**src/rtl/seg7_hex_reader_pkg.sv**
```systemverilog
// ----------------------------------------------------------------------------
// seg7_hex_reader_pkg
//   Shared definitions for the 7-segment HEX reader.
//   - Glyph constants SEG_0..SEG_F and SEG_BLANK, active-high, bit order {g,f,e,d,c,b,a}.
//     The display encoder that drives the HEX bus uses the same constants,
//     so encoder and reader cannot drift apart.
//   - SEG_SENTINEL: raw value loaded into the sample registers at reset.
//   - seg7_dec_t: result of decoding one pattern.
// ----------------------------------------------------------------------------
package seg7_hex_reader_pkg;

   localparam logic [6:0] SEG_0        = 7'h3F;
   localparam logic [6:0] SEG_1        = 7'h06;
   localparam logic [6:0] SEG_2        = 7'h5B;
   localparam logic [6:0] SEG_3        = 7'h4F;
   localparam logic [6:0] SEG_4        = 7'h66;
   localparam logic [6:0] SEG_5        = 7'h6D;
   localparam logic [6:0] SEG_6        = 7'h7D;
   localparam logic [6:0] SEG_7        = 7'h07;
   localparam logic [6:0] SEG_8        = 7'h7F;
   localparam logic [6:0] SEG_9        = 7'h6F;
   localparam logic [6:0] SEG_A        = 7'h77;
   localparam logic [6:0] SEG_B        = 7'h7C;  // lower-case b
   localparam logic [6:0] SEG_C        = 7'h39;
   localparam logic [6:0] SEG_D        = 7'h5E;  // lower-case d
   localparam logic [6:0] SEG_E        = 7'h79;
   localparam logic [6:0] SEG_F        = 7'h71;
   localparam logic [6:0] SEG_BLANK    = 7'h00;

   localparam logic [6:0] SEG_SENTINEL = 7'h7F;

   typedef struct packed {
      logic       legal;  // pattern is one of the 16 hex glyphs
      logic       blank;  // pattern has every segment off
      logic [3:0] digit;  // hex value, meaningful only when legal
   } seg7_dec_t;

endpackage

```
**src/rtl/seg7_to_hex.sv**
```systemverilog
// ----------------------------------------------------------------------------
// seg7_to_hex
//   Combinational decoder: active-high 7-segment pattern -> {legal, blank, digit}.
//   Ports:
//     i_seg  in  7   pattern {g,f,e,d,c,b,a}, 1 = segment lit
//     o_dec  out     decode result; legal and blank are never both set
// ----------------------------------------------------------------------------
module seg7_to_hex
   import seg7_hex_reader_pkg::*;
(
   input  logic [6:0] i_seg,
   output seg7_dec_t  o_dec
);

   always_comb begin
      o_dec.legal = 1'b1;
      o_dec.blank = 1'b0;
      o_dec.digit = 4'h0;
      case (i_seg)
         SEG_0:     o_dec.digit = 4'h0;
         SEG_1:     o_dec.digit = 4'h1;
         SEG_2:     o_dec.digit = 4'h2;
         SEG_3:     o_dec.digit = 4'h3;
         SEG_4:     o_dec.digit = 4'h4;
         SEG_5:     o_dec.digit = 4'h5;
         SEG_6:     o_dec.digit = 4'h6;
         SEG_7:     o_dec.digit = 4'h7;
         SEG_8:     o_dec.digit = 4'h8;
         SEG_9:     o_dec.digit = 4'h9;
         SEG_A:     o_dec.digit = 4'hA;
         SEG_B:     o_dec.digit = 4'hB;
         SEG_C:     o_dec.digit = 4'hC;
         SEG_D:     o_dec.digit = 4'hD;
         SEG_E:     o_dec.digit = 4'hE;
         SEG_F:     o_dec.digit = 4'hF;
         SEG_BLANK: begin
            o_dec.legal = 1'b0;
            o_dec.blank = 1'b1;
         end
         default:   o_dec.legal = 1'b0;
      endcase
   end

endmodule

```
**src/rtl/seg7_hex_reader.sv**
```systemverilog
// ----------------------------------------------------------------------------
// seg7_hex_reader
//   Samples a 7-segment HEX bus, waits until the pattern has been stable for
//   STABLE_CYCLES samples, decodes it and hands the value out on valid/ready.
//   Blank patterns set o_blank, illegal patterns pulse o_err and bump a
//   saturating error counter; overwriting an unconsumed value sets o_ovr.
//   Parameters:
//     STABLE_CYCLES  identical samples needed before a pattern is accepted (>=1)
//     ACTIVE_LOW     1: segment lit when bus bit is 0
//     CNT_W          width of o_err_cnt
//   Ports:
//     i_clk      clock, everything on the rising edge
//     i_rst_n    synchronous active-low reset
//     i_HEX      segment bus {g,f,e,d,c,b,a}
//     i_ready    consumer takes o_digit when o_valid & i_ready
//     i_clr      clears o_err_cnt and o_ovr (wins over same-cycle events)
//     o_digit    last accepted hex value
//     o_valid    o_digit not yet consumed
//     o_blank    last accepted pattern was all-off
//     o_err      one-cycle pulse for an accepted illegal pattern
//     o_err_cnt  saturating count of o_err pulses
//     o_ovr      sticky overrun flag
// ----------------------------------------------------------------------------
module seg7_hex_reader
   import seg7_hex_reader_pkg::*;
#(
   parameter int STABLE_CYCLES = 4,
   parameter bit ACTIVE_LOW    = 1'b1,
   parameter int CNT_W         = 8
) (
   input  logic             i_clk,
   input  logic             i_rst_n,
   input  logic [6:0]       i_HEX,
   input  logic             i_ready,
   input  logic             i_clr,
   output logic [3:0]       o_digit,
   output logic             o_valid,
   output logic             o_blank,
   output logic             o_err,
   output logic [CNT_W-1:0] o_err_cnt,
   output logic             o_ovr
);

   localparam int               STB_W   = $clog2(STABLE_CYCLES + 1);
   localparam logic [STB_W-1:0] STB_MAX = STB_W'(STABLE_CYCLES);
   localparam logic [CNT_W-1:0] ERR_MAX = '1;

   // Two-stage raw sampling: r_in is the newest sample, r_last the one
   // before it. Comparing these two (rather than i_HEX directly) puts the
   // accept exactly STABLE_CYCLES edges after the first sample of a pattern.
   logic [6:0]       r_in;
   logic [6:0]       r_last;
   logic             r_in_vld;   // r_in holds a real sample, not the sentinel
   logic [STB_W-1:0] r_stb;
   logic             r_armed;

   logic [3:0]       r_digit;
   logic             r_valid;
   logic             r_blank;
   logic             r_err;
   logic [CNT_W-1:0] r_err_cnt;
   logic             r_ovr;

   logic [6:0]       w_norm;
   seg7_dec_t        w_dec;
   logic             w_change;
   logic             w_arm_cur;
   logic [STB_W-1:0] w_stb_next;
   logic             w_accept;
   logic             w_legal_acc;
   logic             w_blank_acc;
   logic             w_err_acc;
   logic             w_xfer;

   // Polarity fix: the decoder always sees active-high segments.
   genvar gi;
   generate
      for (gi = 0; gi < 7; gi++) begin : g_norm
         assign w_norm[gi] = ACTIVE_LOW ? ~r_in[gi] : r_in[gi];
      end
   endgenerate

   seg7_to_hex u_dec (
      .i_seg (w_norm),
      .o_dec (w_dec)
   );

   // Stability counter and arm flag. The accept is qualified on the next
   // counter value so that it fires on the very edge the count reaches
   // STABLE_CYCLES; the arm flag then blocks repeats until a change.
   always_comb begin
      w_change   = (r_in != r_last);
      w_stb_next = r_stb;
      w_arm_cur  = r_armed;
      if (r_in_vld) begin
         if (w_change) begin
            w_stb_next = STB_W'(1);
            w_arm_cur  = 1'b1;
         end else if (r_stb != STB_MAX) begin
            w_stb_next = r_stb + STB_W'(1);
         end
      end
      w_accept = r_in_vld && w_arm_cur && (w_stb_next == STB_MAX);
   end

   assign w_legal_acc = w_accept &  w_dec.legal;
   assign w_blank_acc = w_accept &  w_dec.blank;
   assign w_err_acc   = w_accept & ~w_dec.legal & ~w_dec.blank;
   assign w_xfer      = r_valid & i_ready;

   always_ff @(posedge i_clk) begin
      if (!i_rst_n) begin
         r_in      <= SEG_SENTINEL;
         r_last    <= SEG_SENTINEL;
         r_in_vld  <= 1'b0;
         r_stb     <= '0;
         r_armed   <= 1'b1;
         r_digit   <= '0;
         r_valid   <= 1'b0;
         r_blank   <= 1'b0;
         r_err     <= 1'b0;
         r_err_cnt <= '0;
         r_ovr     <= 1'b0;
      end else begin
         r_in     <= i_HEX;
         r_last   <= r_in;
         r_in_vld <= 1'b1;
         r_stb    <= w_stb_next;
         r_armed  <= w_arm_cur & ~w_accept;

         // A legal accept always leaves o_valid set, even when the old
         // value is transferred on the same edge.
         if (w_legal_acc) begin
            r_digit <= w_dec.digit;
            r_valid <= 1'b1;
            r_blank <= 1'b0;
         end else begin
            if (w_xfer) begin
               r_valid <= 1'b0;
            end
            if (w_blank_acc) begin
               r_blank <= 1'b1;
            end
         end

         r_err <= w_err_acc;

         if (i_clr) begin
            r_err_cnt <= '0;
            r_ovr     <= 1'b0;
         end else begin
            if (w_err_acc && (r_err_cnt != ERR_MAX)) begin
               r_err_cnt <= r_err_cnt + CNT_W'(1);
            end
            if (w_legal_acc && r_valid && !w_xfer) begin
               r_ovr <= 1'b1;
            end
         end
      end
   end

   assign o_digit   = r_digit;
   assign o_valid   = r_valid;
   assign o_blank   = r_blank;
   assign o_err     = r_err;
   assign o_err_cnt = r_err_cnt;
   assign o_ovr     = r_ovr;

endmodule
```
**config.mk**
```make
export PLATFORM = sky130hd
export DESIGN_NAME = seg7_hex_reader
export DESIGN_NICKNAME = d
export VERILOG_FILES = /design/src/rtl/seg7_hex_reader_pkg.sv /design/src/rtl/seg7_to_hex.sv /design/src/rtl/seg7_hex_reader.sv
export SDC_FILE = /design/constraint.sdc
export NUM_CORES = 1
export LEC_CHECK = 0
export CAP_MARGIN = 15
export CORE_MARGIN = 2
export CORE_UTILIZATION = 57
export DETAILED_ROUTE_END_ITERATION = 8
export GPL_ROUTABILITY_DRIVEN = 1
export PLACE_DENSITY = 0.83
export SYNTH_ARGS = -nofsm -noshare
export SYNTH_HDL_FRONTEND = slang
export SYNTH_HIERARCHICAL = 1
export SYNTH_SLANG_ARGS = --single-unit
```
**constraint.sdc**
```tcl
create_clock -name i_clk -period 6.9 [get_ports i_clk]
set_input_delay 1.035 -clock i_clk [delete_from_list [all_inputs] [get_ports i_clk]]
set_output_delay 1.035 -clock i_clk [all_outputs]
set_load 0.05 [all_outputs]
```
==> reports/qor.json, run 1 <==
{
  "yosys": {
    "syn-instance-count": 215,
    "synth_top_area_cells": "dfxtp_1, nand2_1, nor2_1",
    "ys_ff_latch": 35,
    "asyncSetResetFlopFracSynth_pct": 0,
    "synth-edff-count": 0,
    "ys_seq_area_share_pct": 38.3,
    "synth_top_area_share_pct": 38.3,
    "netlist_area_um2": 1830,
    "ys.warnings.count": 6,
    "synth_cell_type_count": 48,
    "post-synth-top-count-cell": "dfxtp_1",
    "yosys_most_used_dff": "dfxtp_1",
    "postSynthNetCount": 229,
    "netlist_top_cells_count": "dfxtp_1, nand2_1, nor2_1",
    "synthDominantAreaCellType": "dfxtp_1",
    "avgSynthCellArea_um2": 8.52
  },
  "final_layout": {
    "final_layout_size_suffix_gt1_share_pct": 8.82,
    "final_cell_area_um2": 2190,
    "layout-area-overhead-vs-synth_pct": 19.5,
    "num_antenna_cells": 0,
    "nets": 251,
    "final_util_pct": 71.7
  },
  "cts": {
    "cts_made_buffers": 5,
    "cts-root-buf": "clkbuf_4",
    "h_tree_depth": 2,
    "cts_tree": "built",
    "clock-sinks": 35,
    "post-cts-setup-buffer-count": 0,
    "cts_resized": 0,
    "clk_path_buf_depth": 2,
    "worst_setup_hold_path_clk_slew_ns": 0.11,
    "post_cts_hold_buffer_count": 0,
    "clock_latency_ns": 0.34
  },
  "sta": {
    "worst_slew_pin_slew_ns": 0.675,
    "fin_setup_tns_ns": 0,
    "setup_violation_total_in_the_final_timing_report": 0,
    "finalClockSkew_ns": 0.0153,
    "timing.final.crit_share_pct": 40.4,
    "worst_slew_margin_rel_pct": 54.8,
    "post_layout_minimum_cycle_time_ns": 2.79,
    "grt_setup_unrepaired": "no",
    "timing.final.hold_violations": 0,
    "drv_slew": 0,
    "fmax_ghz": 0.358
  },
  "routing": {
    "drt-wirelength-per-cell_um": 12.2,
    "top_routing_layer_in_use": "met4",
    "drt-initial-drc-count": 52,
    "routedLengthMet1_um": 1610,
    "detailroute.wirelength.met3_um": 182,
    "routed-via-count": 1558,
    "final_antenna_net_count": 0,
    "route.detailed.drc": 0,
    "viasPerCell": 5.52,
    "drt_pass1_iterations": 4,
    "detailroute.wirelength.met2_um": 1570,
    "wirelength_um": 3450
  },
  "setup_path": {
    "max_stage_delay_ns": 0.45,
    "critPathBufInv": 1,
    "slowest_stage": "nor4_4",
    "critPathTopFamily": "simple AND/OR/NAND/NOR gates",
    "worst_setup_path_end_kind": "flip-flop",
    "timing.critical_path.from_type": "flip-flop",
    "cp_data_required_time_ns": 7.15,
    "timing.setup.critical_path_class": "reg2reg",
    "worst-endpoint-arrival_ns": 3.04,
    "setup.reg_to_reg.worst_slack_ns": 4.11,
    "cp_max_fo": 13,
    "cp_common_cell": "nand4_1",
    "crit_path_cells": "inv_1, and3b_1, a31oi_1, o32a_1, o2111ai_2, nor2_1, nand4_1, nor4_4, nand4_1, mux2_2"
  },
  "pwr": {
    "peakVddDrop_mv": 0.171,
    "internal-power_uw": 337,
    "power.clock.fraction_pct": 41.9,
    "total_power_uw": 436,
    "switching_share_pct": 22.6,
    "cell_leakage_power_uw": 0.000809,
    "power.switching_uw": 98.8,
    "share_comb_of_total_power_pct": 10.0,
    "seq_power_share_pct": 48.1,
    "power_per_cell_area_nw_per_um2": 199
  },
  "floorplan": {
    "die_height_um": 60.7,
    "initial_core_utilization_pct": 60.0,
    "fp.dieArea_um2": 3680,
    "core_um2": 3050,
    "number_of_standard_cell_rows_in_the_floorplan": 20,
    "io_pins": 27,
    "die-width_um": 60.7
  },
  "placement": {
    "postPlaceCellArea_um2": 2080,
    "numPortBuffers": 26,
    "gpl.final_weighted_congestion": 0.884,
    "detailedPlacementHpwl_um": 2480
  },
  "global_route": {
    "vias_in_the_first_global_route": 1319,
    "grt_first_pass_wirelength_um": 5650,
    "grt_start_max_net_pins": 22,
    "overflow": 0,
    "grt_antenna_before_repair": 0,
    "grt_use_total_pct": 20.9
  },
  "hold_path": {
    "hold_path_class": "reg2reg"
  },
  "run": {
    "timing.max_cap.violations": 0
  },
  "outcome": {
    "status": "finished clean"
  }
}
-- placed cells by master, fill, tap and decap left out, types with 3 or more instances in the layout --
master	count
nand3_1	8
nor3_1	5
a211oi_1	5
clkbuf_4	5
mux2i_1	4
a21oi_1	14
nor2_1	19
a31oi_1	3
nand4_1	6
nand2_1	20
o211ai_1	3
nand2b_1	8
and4_1	4
a31o_2	3
o21ai_0	6
dfxtp_1	35
clkdlybuf4s50_1	26
xnor2_1	8
ha_1	3
inv_1	15
o31ai_1	3
-- final timing paths --
kind	end	depth (start not counted)	startpoint
worst max-delay path	o_err_cnt[4]	10	r_in[1]
worst min-delay path	o_ovr	2	o_ovr
worst max register to register	o_err_cnt[4]	10	r_in[1]
worst min register to register	o_ovr	2	o_ovr
-- logic make-up (layout without fill, tap and decap cells) --
kind of cell               after synthesis  after routing  synth area share (%)
muxes                                    5              5                  2.80
and+or+nand+nor                         92             92                  29.2
AOI/OAI and AO/OA                       46             46                  17.4
xor gates and xnor gates                 8              8                  3.83
buffers and inverters                   26             49                  6.49
DFF                                     35             35                  38.3
adders and majority gates                3              3                  2.05
-- area by class of cell --
type / count / area (µm²)
fillers: 263 / 863
inverters: 15 / 56.3
flip-flops and latches: 35 / 701
multi-input cells: 154 / 1010
well taps: 44 / 55.1
repair buffers: 26 / 260
clock buffers: 5 / 37.5
clock inverters: 3 / 67.6
-- power by group through the flow --
stage / combinational [µW] / sequential (µW) / clock (µW)
final: 43.8 / 210 / 183
after floorplan: 33.8 / 214 / 0
after CTS: 43.8 / 210 / 185
after detailed placement: 43.3 / 214 / 0
after global placement: 42.4 / 214 / 0
after global routing: 48.7 / 210 / 195
-- layer usage --
metal | global-route usage [%] | vias to the layer above
met5 | 0 | -
met4 | 11.8 | 0
met3 | 5.54 | 10
met2 | 33.3 | 45
met1 | 25.4 | 691
li1 | - | 812
-- registers in the layout, indices dropped and copies added (netlist names) --
register / flops
o_blank: 1
o_digit: 4
o_err: 1
o_err_cnt: 8
o_ovr: 1
o_valid: 1
r_armed: 1
r_in: 7
r_in_vld: 1
r_last: 7
r_stb: 3
-- through the flow --
step	worst slack, ns	hold WS [ns]	std cells
final	4.11	0.486	282
after CTS	4.11	0.489	282
after floorplan	4.66	0.435	215
after detailed placement	3.97	0.461	274
after global placement	3.98	0.449	274
after global routing	3.84	0.526	282
-- worst reg2reg max path, cell delays in order, from the launching register on --
cell and delay, ns:
dfxtp_1 0.34, inv_1 0.28, and3b_1 0.23, a31oi_1 0.18, o32a_1 0.23, o2111ai_2 0.16
nor2_1 0.20, nand4_1 0.17, nor4_4 0.45, nand4_1 0.18, mux2_2 0.29
(Power assumes the default switching activity.)
==> inputs of run 2 (changes only) <==
--- a/config.mk
+++ b/config.mk
@@ -7,10 +7,10 @@
 export LEC_CHECK = 0
 export CAP_MARGIN = 15
 export CORE_MARGIN = 2
-export CORE_UTILIZATION = 57
+export CORE_UTILIZATION = 53
 export DETAILED_ROUTE_END_ITERATION = 8
 export GPL_ROUTABILITY_DRIVEN = 1
-export PLACE_DENSITY = 0.83
+export PLACE_DENSITY = 0.78
 export SYNTH_ARGS = -nofsm -noshare
 export SYNTH_HDL_FRONTEND = slang
 export SYNTH_HIERARCHICAL = 1
==> constraint.sdc (replaced) <==
create_clock -name i_clk -period 2.75 [get_ports i_clk]
set_input_delay 0.4125 -clock i_clk [delete_from_list [all_inputs] [get_ports i_clk]]
set_output_delay 0.4125 -clock i_clk [all_outputs]
set_load 0.05 [all_outputs]
==> run 2 against run 1 <==
Sequential cell count unchanged. Register-to-register slack got worse by 3.8 ns. Hold slack worse by 0.0068 ns. Count of clock-buffer cells in the layout up 1. Wire length barely moved. First-iteration DRC count is 100% higher. Setup slack lost 3.8 ns. Non-clock buffer count is 6 higher. Largest cell class unchanged. Power is 110% higher. Combinational power rose to 2.6 times the previous value. Final cell count grew 2.5%. Fmax rose by 13%.
==> reports/qor.json, run 2 (synthesized netlist as in run 1, its figures left out) <==
{
  "outcome": {
    "status": {"value": "finished clean", "change": "unchanged"}
  },
  "cts": {
    "worst_setup_hold_path_clk_slew": {"value": 0.10, "unit": "ns", "change": "was 0.11 ns"},
    "cts_tree": {"value": "built", "change": "unchanged"},
    "clock-sinks": {"value": 35, "change": "unchanged"},
    "cts-root-buf": {"value": "clkbuf_4", "change": "unchanged"},
    "cts_made_buffers": {"value": 5, "change": "unchanged"},
    "h_tree_depth": {"value": 2, "change": "unchanged"},
    "clk_path_buf_depth": {"value": 2, "change": "unchanged"},
    "post_cts_hold_buffer_count": {"value": 0, "change": "unchanged"},
    "clock_latency": {"value": 0.35, "unit": "ns", "change": "was 0.34 ns"}
  },
  "floorplan": {
    "io_pins": {"value": 27, "change": "unchanged"},
    "number_of_standard_cell_rows_in_the_floorplan": {"value": 21, "change": "was 20"},
    "initial_core_utilization": {"value": 54.9, "unit": "%", "change": "was 60.0%"},
    "die_height": {"value": 62.8, "unit": "µm", "change": "was 60.7 µm"},
    "fp.dieArea": {"value": 3940, "unit": "µm²", "change": "was 3680 µm²"},
    "core": {"value": 3340, "unit": "µm²", "change": "was 3050 µm²"},
    "die-width": {"value": 62.8, "unit": "µm", "change": "was 60.7 µm"}
  },
  "routing": {
    "viasPerCell": {"value": 5.40, "change": "was 5.52"},
    "drt_pass1_iterations": {"value": 4, "change": "unchanged"},
    "drt-wirelength-per-cell": {"value": 11.9, "unit": "µm", "change": "was 12.2 µm"},
    "routed-via-count": {"value": 1562, "change": "was 1558"},
    "wirelength": {"value": 3450, "unit": "µm", "change": "about the same"},
    "drt-initial-drc-count": {"value": 104, "change": "was 52"},
    "route.detailed.drc": {"value": 0, "change": "unchanged"},
    "final_antenna_net_count": {"value": 0, "change": "unchanged"}
  },
  "sta": {
    "drv_slew": {"value": 0, "change": "unchanged"},
    "grt_setup_unrepaired": {"value": "no", "change": "unchanged"},
    "worst_slew_pin_slew": {"value": 0.538, "unit": "ns", "change": "was 0.675 ns"},
    "post_layout_minimum_cycle_time": {"value": 2.47, "unit": "ns", "change": "was 2.79 ns"},
    "worst_slack": {"value": 0.279, "unit": "ns", "change": "was 4.11 ns"},
    "fmax": {"value": 0.405, "unit": "GHz", "change": "was 0.358 GHz"},
    "fin_setup_tns": {"value": 0, "unit": "ns", "change": "unchanged"},
    "setup_violation_total_in_the_final_timing_report": {"value": 0, "change": "unchanged"},
    "finalClockSkew": {"value": 0.0165, "unit": "ns", "change": "was 0.0153 ns"},
    "worst_slew_margin_rel": {"value": 63.9, "unit": "%", "change": "was 54.8%"},
    "timing.final.hold_violations": {"value": 0, "change": "unchanged"},
    "timing.final.crit_share": {"value": 89.9, "unit": "%", "change": "was 40.4%"}
  },
  "final_layout": {
    "number_of_flip_flops_in_the_largest_register": {"value": 8, "change": "unchanged"},
    "nets": {"value": 257, "change": "was 251"},
    "layout-area-overhead-vs-synth": {"value": 19.7, "unit": "%", "change": "was 19.5%"},
    "final_layout_size_suffix_gt1_share": {"value": 11.1, "unit": "%", "change": "was 8.82%"},
    "most-common-layout-cells": {"value": "dfxtp_1, clkdlybuf4s50_1, nand2_1", "change": "unchanged"},
    "area_of_all_sequential_standard_cells": {"value": 701, "unit": "µm²", "change": "unchanged"},
    "total_area_of_multi_input_combinational_cells": {"value": 1010, "unit": "µm²", "change": "unchanged"},
    "num_antenna_cells": {"value": 0, "change": "unchanged"},
    "layout.cells.most_common": {"value": "dfxtp_1", "change": "unchanged"},
    "fillCellCount": {"value": 299, "change": "was 263"}
  },
  "global_route": {
    "grt_antenna_before_repair": {"value": 0, "change": "unchanged"},
    "grt_use_total": {"value": 19.8, "unit": "%", "change": "was 20.9%"},
    "vias_in_the_first_global_route": {"value": 1401, "change": "was 1319"},
    "grt_start_max_net_pins": {"value": 22, "change": "unchanged"},
    "overflow": {"value": 0, "change": "unchanged"},
    "grt_first_pass_wirelength": {"value": 6250, "unit": "µm", "change": "was 5650 µm"}
  },
  "setup_path": {
    "timing.critical_path.from_type": {"value": "flip-flop", "change": "unchanged"},
    "timing.setup.critical_path_class": {"value": "reg2reg", "change": "unchanged"},
    "cp_data_required_time": {"value": 2.98, "unit": "ns", "change": "was 7.15 ns"},
    "cp_max_fo": {"value": 13, "change": "unchanged"},
    "worst-endpoint-arrival": {"value": 2.70, "unit": "ns", "change": "was 3.04 ns"},
    "worst_setup_path_end_kind": {"value": "flip-flop", "change": "unchanged"}
  },
  "pwr": {
    "total_power": {"value": 925, "unit": "µW", "change": "was 436 µW"},
    "cell_leakage_power": {"value": 0.000815, "unit": "µW", "change": "was 0.000809 µW"},
    "power_per_cell_area": {"value": 422, "unit": "nW/µm²", "change": "was 199 nW/µm²"},
    "peakVddDrop": {"value": 0.305, "unit": "mV", "change": "was 0.171 mV"}
  },
  "placement": {
    "numPortBuffers": {"value": 26, "change": "unchanged"},
    "gpl.final_weighted_congestion": {"value": 0.916, "change": "was 0.884"},
    "post-place-ws": {"value": 0.249, "unit": "ns", "change": "was 3.97 ns"},
    "detailedPlacementHpwl": {"value": 2520, "unit": "µm", "change": "was 2480 µm"}
  },
  "run": {
    "timing.max_cap.violations": {"value": 0, "change": "unchanged"}
  },
  "hold_path": {
    "hold_path_class": {"value": "reg2reg", "change": "unchanged"}
  }
}
run 2: cell types whose count changed in the layout (fill, tap and decap cells not counted), sizes merged:
cell    change
inv         -1
clkinv      +1
clkbuf      +1
bufinv      -2
buf         +6
run 2: final timing paths:
kind / startpoint / to / slack [ns] / cells past startpoint
setup / recovery: r_in[3] / o_digit[2] / 0.28 / 9
hold / removal: o_ovr / o_ovr / 0.48 / 2
setup reg to reg: r_in[3] / o_digit[2] / 0.28 / 9
hold reg to reg: o_ovr / o_ovr / 0.48 / 2
run 2: final cells by class:
| cell class | instances | area share (%) |
|---|---|---|
| Sequential cell | 35 | 32.0 |
| Tap cell | 46 | 2.63 |
| Inverter | 15 | 2.74 |
| Timing Repair Buffer | 32 | 13.9 |
| Multi-Input combinational cell | 154 | 46.2 |
| Clock buffer | 6 | 2.34 |
| Clock inverter | 1 | 0.228 |
run 2: where the power goes:
part	total (µW)	switching [µW]	leakage [µW]	internal, µW
logic	115	64.7	0.000495	50.1
registers	526	8.13	0.000286	518
clock network	283	165	0.0000341	118
total	925	238	0.000815	687
run 2: timing repair:
item,in CTS,in global routing
setup buffers,0,4
hold endpoints to repair,0,0
gates resized for setup,0,2
endpoints found under the setup margin,0,5
run 2: layer usage:
metal | share of wire, % | GRT usage (%)
met4 | 1.5 | 8.61
met2 | 45 | 30.9
met5 | 0 | 0
met3 | 4.1 | 5.59
met1 | 49 | 25.5
run 2: metrics by stage:
step / hold WS (ns) / instances / instance area [µm²] / util [%]
floorplan: 0.435 / 215 / 1830 / -
global placement: 0.454 / 278 / 2100 / 63.0
detailed placement: 0.459 / 278 / 2100 / 63.0
CTS: 0.484 / 285 / 2160 / 64.7
global route: 0.522 / 289 / 2190 / 65.7
finish: 0.479 / 289 / 2190 / 65.7
run 2: worst max-delay path, cell delays in order, from the launching register on:
cell,delay (ns)
dfxtp_1,0.33
inv_1,0.27
nand2_1,0.12
or4_1,0.54
o31a_1,0.14
o2111ai_2,0.10
nand4_1,0.16
nor4_4,0.43
mux2i_1,0.24
nor2_1,0.05
==> inputs of run 3 (changes only) <==
--- a/config.mk
+++ b/config.mk
@@ -7,10 +7,9 @@
 export LEC_CHECK = 0
 export CAP_MARGIN = 15
 export CORE_MARGIN = 2
-export CORE_UTILIZATION = 53
+export CORE_UTILIZATION = 25
 export DETAILED_ROUTE_END_ITERATION = 8
 export GPL_ROUTABILITY_DRIVEN = 1
-export PLACE_DENSITY = 0.78
 export SYNTH_ARGS = -nofsm -noshare
 export SYNTH_HDL_FRONTEND = slang
 export SYNTH_HIERARCHICAL = 1
==> run 3 against run 2 <==
Wire length is 13% higher. Global-route usage is 9.2 points lower. First-iteration DRC count is 6.7% lower. Register-to-register slack better by 0.02 ns. Sequential power hardly changed. Critical path type unchanged. Clock skew is 0.0092 ns lower. Clock power is 33% higher. Setup slack better by 0.023 ns.
==> reports/qor.json, run 3 (synthesized netlist as in run 1, its figures left out) <==
{
  "sta": {
    "grt_setup_unrepaired": {"value": "no", "change": "unchanged"},
    "fmax": {"value": 0.408, "unit": "GHz", "change": "was 0.405 GHz"},
    "finalClockSkew": {"value": 0.00728, "unit": "ns", "change": "was 0.0165 ns"},
    "setup_violation_total_in_the_final_timing_report": {"value": 0, "change": "unchanged"},
    "post_layout_minimum_cycle_time": {"value": 2.45, "unit": "ns", "change": "was 2.47 ns"},
    "drv_slew": {"value": 0, "change": "unchanged"},
    "fin_setup_tns": {"value": 0, "unit": "ns", "change": "unchanged"},
    "worst_slew_pin_slew": {"value": 0.504, "unit": "ns", "change": "was 0.538 ns"},
    "worst_slew_margin_rel": {"value": 66.3, "unit": "%", "change": "was 63.9%"},
    "timing.final.hold_violations": {"value": 0, "change": "unchanged"},
    "timing.final.crit_share": {"value": 89.0, "unit": "%", "change": "was 89.9%"}
  },
  "pwr": {
    "peakVddDrop": {"value": 0.210, "unit": "mV", "change": "was 0.305 mV"},
    "cell_leakage_power": {"value": 0.000821, "unit": "µW", "change": "was 0.000815 µW"},
    "total_power": {"value": 1010, "unit": "µW", "change": "was 925 µW"},
    "power_per_cell_area": {"value": 448, "unit": "nW/µm²", "change": "was 422 nW/µm²"}
  },
  "global_route": {
    "grt_start_max_net_pins": {"value": 21, "change": "was 22"},
    "grt_first_pass_wirelength": {"value": 6650, "unit": "µm", "change": "was 6250 µm"},
    "grt_antenna_before_repair": {"value": 0, "change": "unchanged"},
    "grt_use_total": {"value": 10.5, "unit": "%", "change": "was 19.8%"},
    "overflow": {"value": 0, "change": "unchanged"},
    "vias_in_the_first_global_route": {"value": 1454, "change": "was 1401"}
  },
  "routing": {
    "drt_pass1_iterations": {"value": 6, "change": "was 4"},
    "final_antenna_net_count": {"value": 0, "change": "unchanged"},
    "wirelength": {"value": 3900, "unit": "µm", "change": "was 3450 µm"},
    "routed-via-count": {"value": 1583, "change": "was 1562"},
    "viasPerCell": {"value": 4.67, "change": "was 5.40"},
    "drt-initial-drc-count": {"value": 97, "change": "was 104"},
    "drt-wirelength-per-cell": {"value": 11.5, "unit": "µm", "change": "was 11.9 µm"},
    "route.detailed.drc": {"value": 0, "change": "unchanged"}
  },
  "placement": {
    "numPortBuffers": {"value": 26, "change": "unchanged"},
    "gpl.final_weighted_congestion": {"value": 0.790, "change": "was 0.916"},
    "postPlaceCellArea": {"value": 2180, "unit": "µm²", "change": "was 2100 µm²"},
    "detailedPlacementHpwl": {"value": 2810, "unit": "µm", "change": "was 2520 µm"}
  },
  "floorplan": {
    "initial_core_utilization": {"value": 25.5, "unit": "%", "change": "was 54.9%"},
    "number_of_standard_cell_rows_in_the_floorplan": {"value": 31, "change": "was 21"},
    "fp.dieArea": {"value": 8030, "unit": "µm²", "change": "was 3940 µm²"},
    "io_pins": {"value": 27, "change": "unchanged"},
    "core": {"value": 7180, "unit": "µm²", "change": "was 3340 µm²"},
    "die-width": {"value": 89.6, "unit": "µm", "change": "was 62.8 µm"},
    "die_height": {"value": 89.6, "unit": "µm", "change": "was 62.8 µm"}
  },
  "cts": {
    "clock_latency": {"value": 0.28, "unit": "ns", "change": "was 0.35 ns"},
    "clock-sinks": {"value": 35, "change": "unchanged"},
    "post_cts_hold_buffer_count": {"value": 0, "change": "unchanged"},
    "worst_setup_hold_path_clk_slew": {"value": 0.07, "unit": "ns", "change": "was 0.10 ns"},
    "cts_made_buffers": {"value": 5, "change": "unchanged"},
    "post-cts-setup-buffer-count": {"value": 0, "change": "unchanged"},
    "clk_path_buf_depth": {"value": 2, "change": "unchanged"},
    "cts_tree": {"value": "built", "change": "unchanged"},
    "cts-root-buf": {"value": "clkbuf_8", "change": "was clkbuf_4"},
    "h_tree_depth": {"value": 2, "change": "unchanged"}
  },
  "run": {
    "timing.max_cap.violations": {"value": 0, "change": "unchanged"}
  },
  "final_layout": {
    "final_util": {"value": 31.5, "unit": "%", "change": "was 65.7%"},
    "num_antenna_cells": {"value": 0, "change": "unchanged"},
    "layout.cells.most_common": {"value": "dfxtp_1", "change": "unchanged"},
    "most-common-layout-cells": {"value": "dfxtp_1, clkdlybuf4s50_1, nand2_1", "change": "unchanged"},
    "nets": {"value": 254, "change": "was 257"},
    "number_of_flip_flops_in_the_largest_register": {"value": 8, "change": "unchanged"},
    "final_cell_area": {"value": 2260, "unit": "µm²", "change": "was 2190 µm²"},
    "final_layout_size_suffix_gt1_share": {"value": 9.58, "unit": "%", "change": "was 11.1%"},
    "layout-area-overhead-vs-synth": {"value": 23.6, "unit": "%", "change": "was 19.7%"}
  },
  "setup_path": {
    "timing.setup.critical_path_class": {"value": "reg2reg", "change": "unchanged"},
    "worst_setup_path_end_kind": {"value": "flip-flop", "change": "unchanged"},
    "cp_data_required_time": {"value": 2.93, "unit": "ns", "change": "was 2.98 ns"},
    "cp_max_fo": {"value": 13, "change": "unchanged"},
    "timing.critical_path.from_type": {"value": "flip-flop", "change": "unchanged"},
    "worst-endpoint-arrival": {"value": 2.62, "unit": "ns", "change": "was 2.70 ns"}
  },
  "outcome": {
    "status": {"value": "finished clean", "change": "unchanged"}
  },
  "hold_path": {
    "hold_path_class": {"value": "reg2reg", "change": "unchanged"}
  }
}
run 3: path summary, 6_finish.rpt:
path | from | end | slack, ns | depth (start not counted)
max | r_in[1] | o_err_cnt[3] | 0.30 | 11
min | o_ovr | o_ovr | 0.47 | 2
max reg2reg | r_in[1] | o_err_cnt[3] | 0.30 | 11
min reg2reg | o_ovr | o_ovr | 0.47 | 2
run 3: layer usage:
metal  GRT usage, %  vias up  part of all wire, %
met5              0        -                    0
met4           3.80        0                  1.1
met3           3.66        4                  4.8
met2           16.1       35                   44
met1           13.7      728                   49
li1               -      816                    -
run 3: report_power, final:
part / switching, µW / internal, µW
registers: 7.81 / 519
clock network: 179 / 196
logic: 66.3 / 46.7
total: 253 / 762
run 3: final cells by class:
type / instances / area [µm²]
Clock buffer: 6 / 82.6
Inverter: 15 / 56.3
Clock inverter: 1 / 5.00
Timing Repair Buffer: 29 / 283
Sequential cell: 35 / 701
Fill cell: 756 / 4910
Multi-Input combinational cell: 154 / 1010
Tap cell: 99 / 124
run 3: repair_timing:
item                                    in CTS  in global routing
endpoints found under the setup margin       0                  4
hold endpoints to repair                     0                  0
resized for setup                            0                  1
run 3: critical path, cell delays in order (launching register included):
cell and delay (ns):
dfxtp_1 0.32, inv_1 0.27, and3b_1 0.22, a31oi_1 0.14
o32a_1 0.21, o2111ai_2 0.15, nor2_1 0.18, nand4_1 0.16
nor4_4 0.17, buf_4 0.21, a211oi_1 0.08, a31o_2 0.23
run 3: metrics by stage:
stage                     cells  hold WS, ns  setup WS, ns
after CTS                   339        0.482         0.261
final                       339        0.473         0.302
after floorplan             215        0.435         0.507
after global placement      332        0.451         0.321
after global routing        339        0.512        0.0655
after detailed placement    332        0.463         0.277
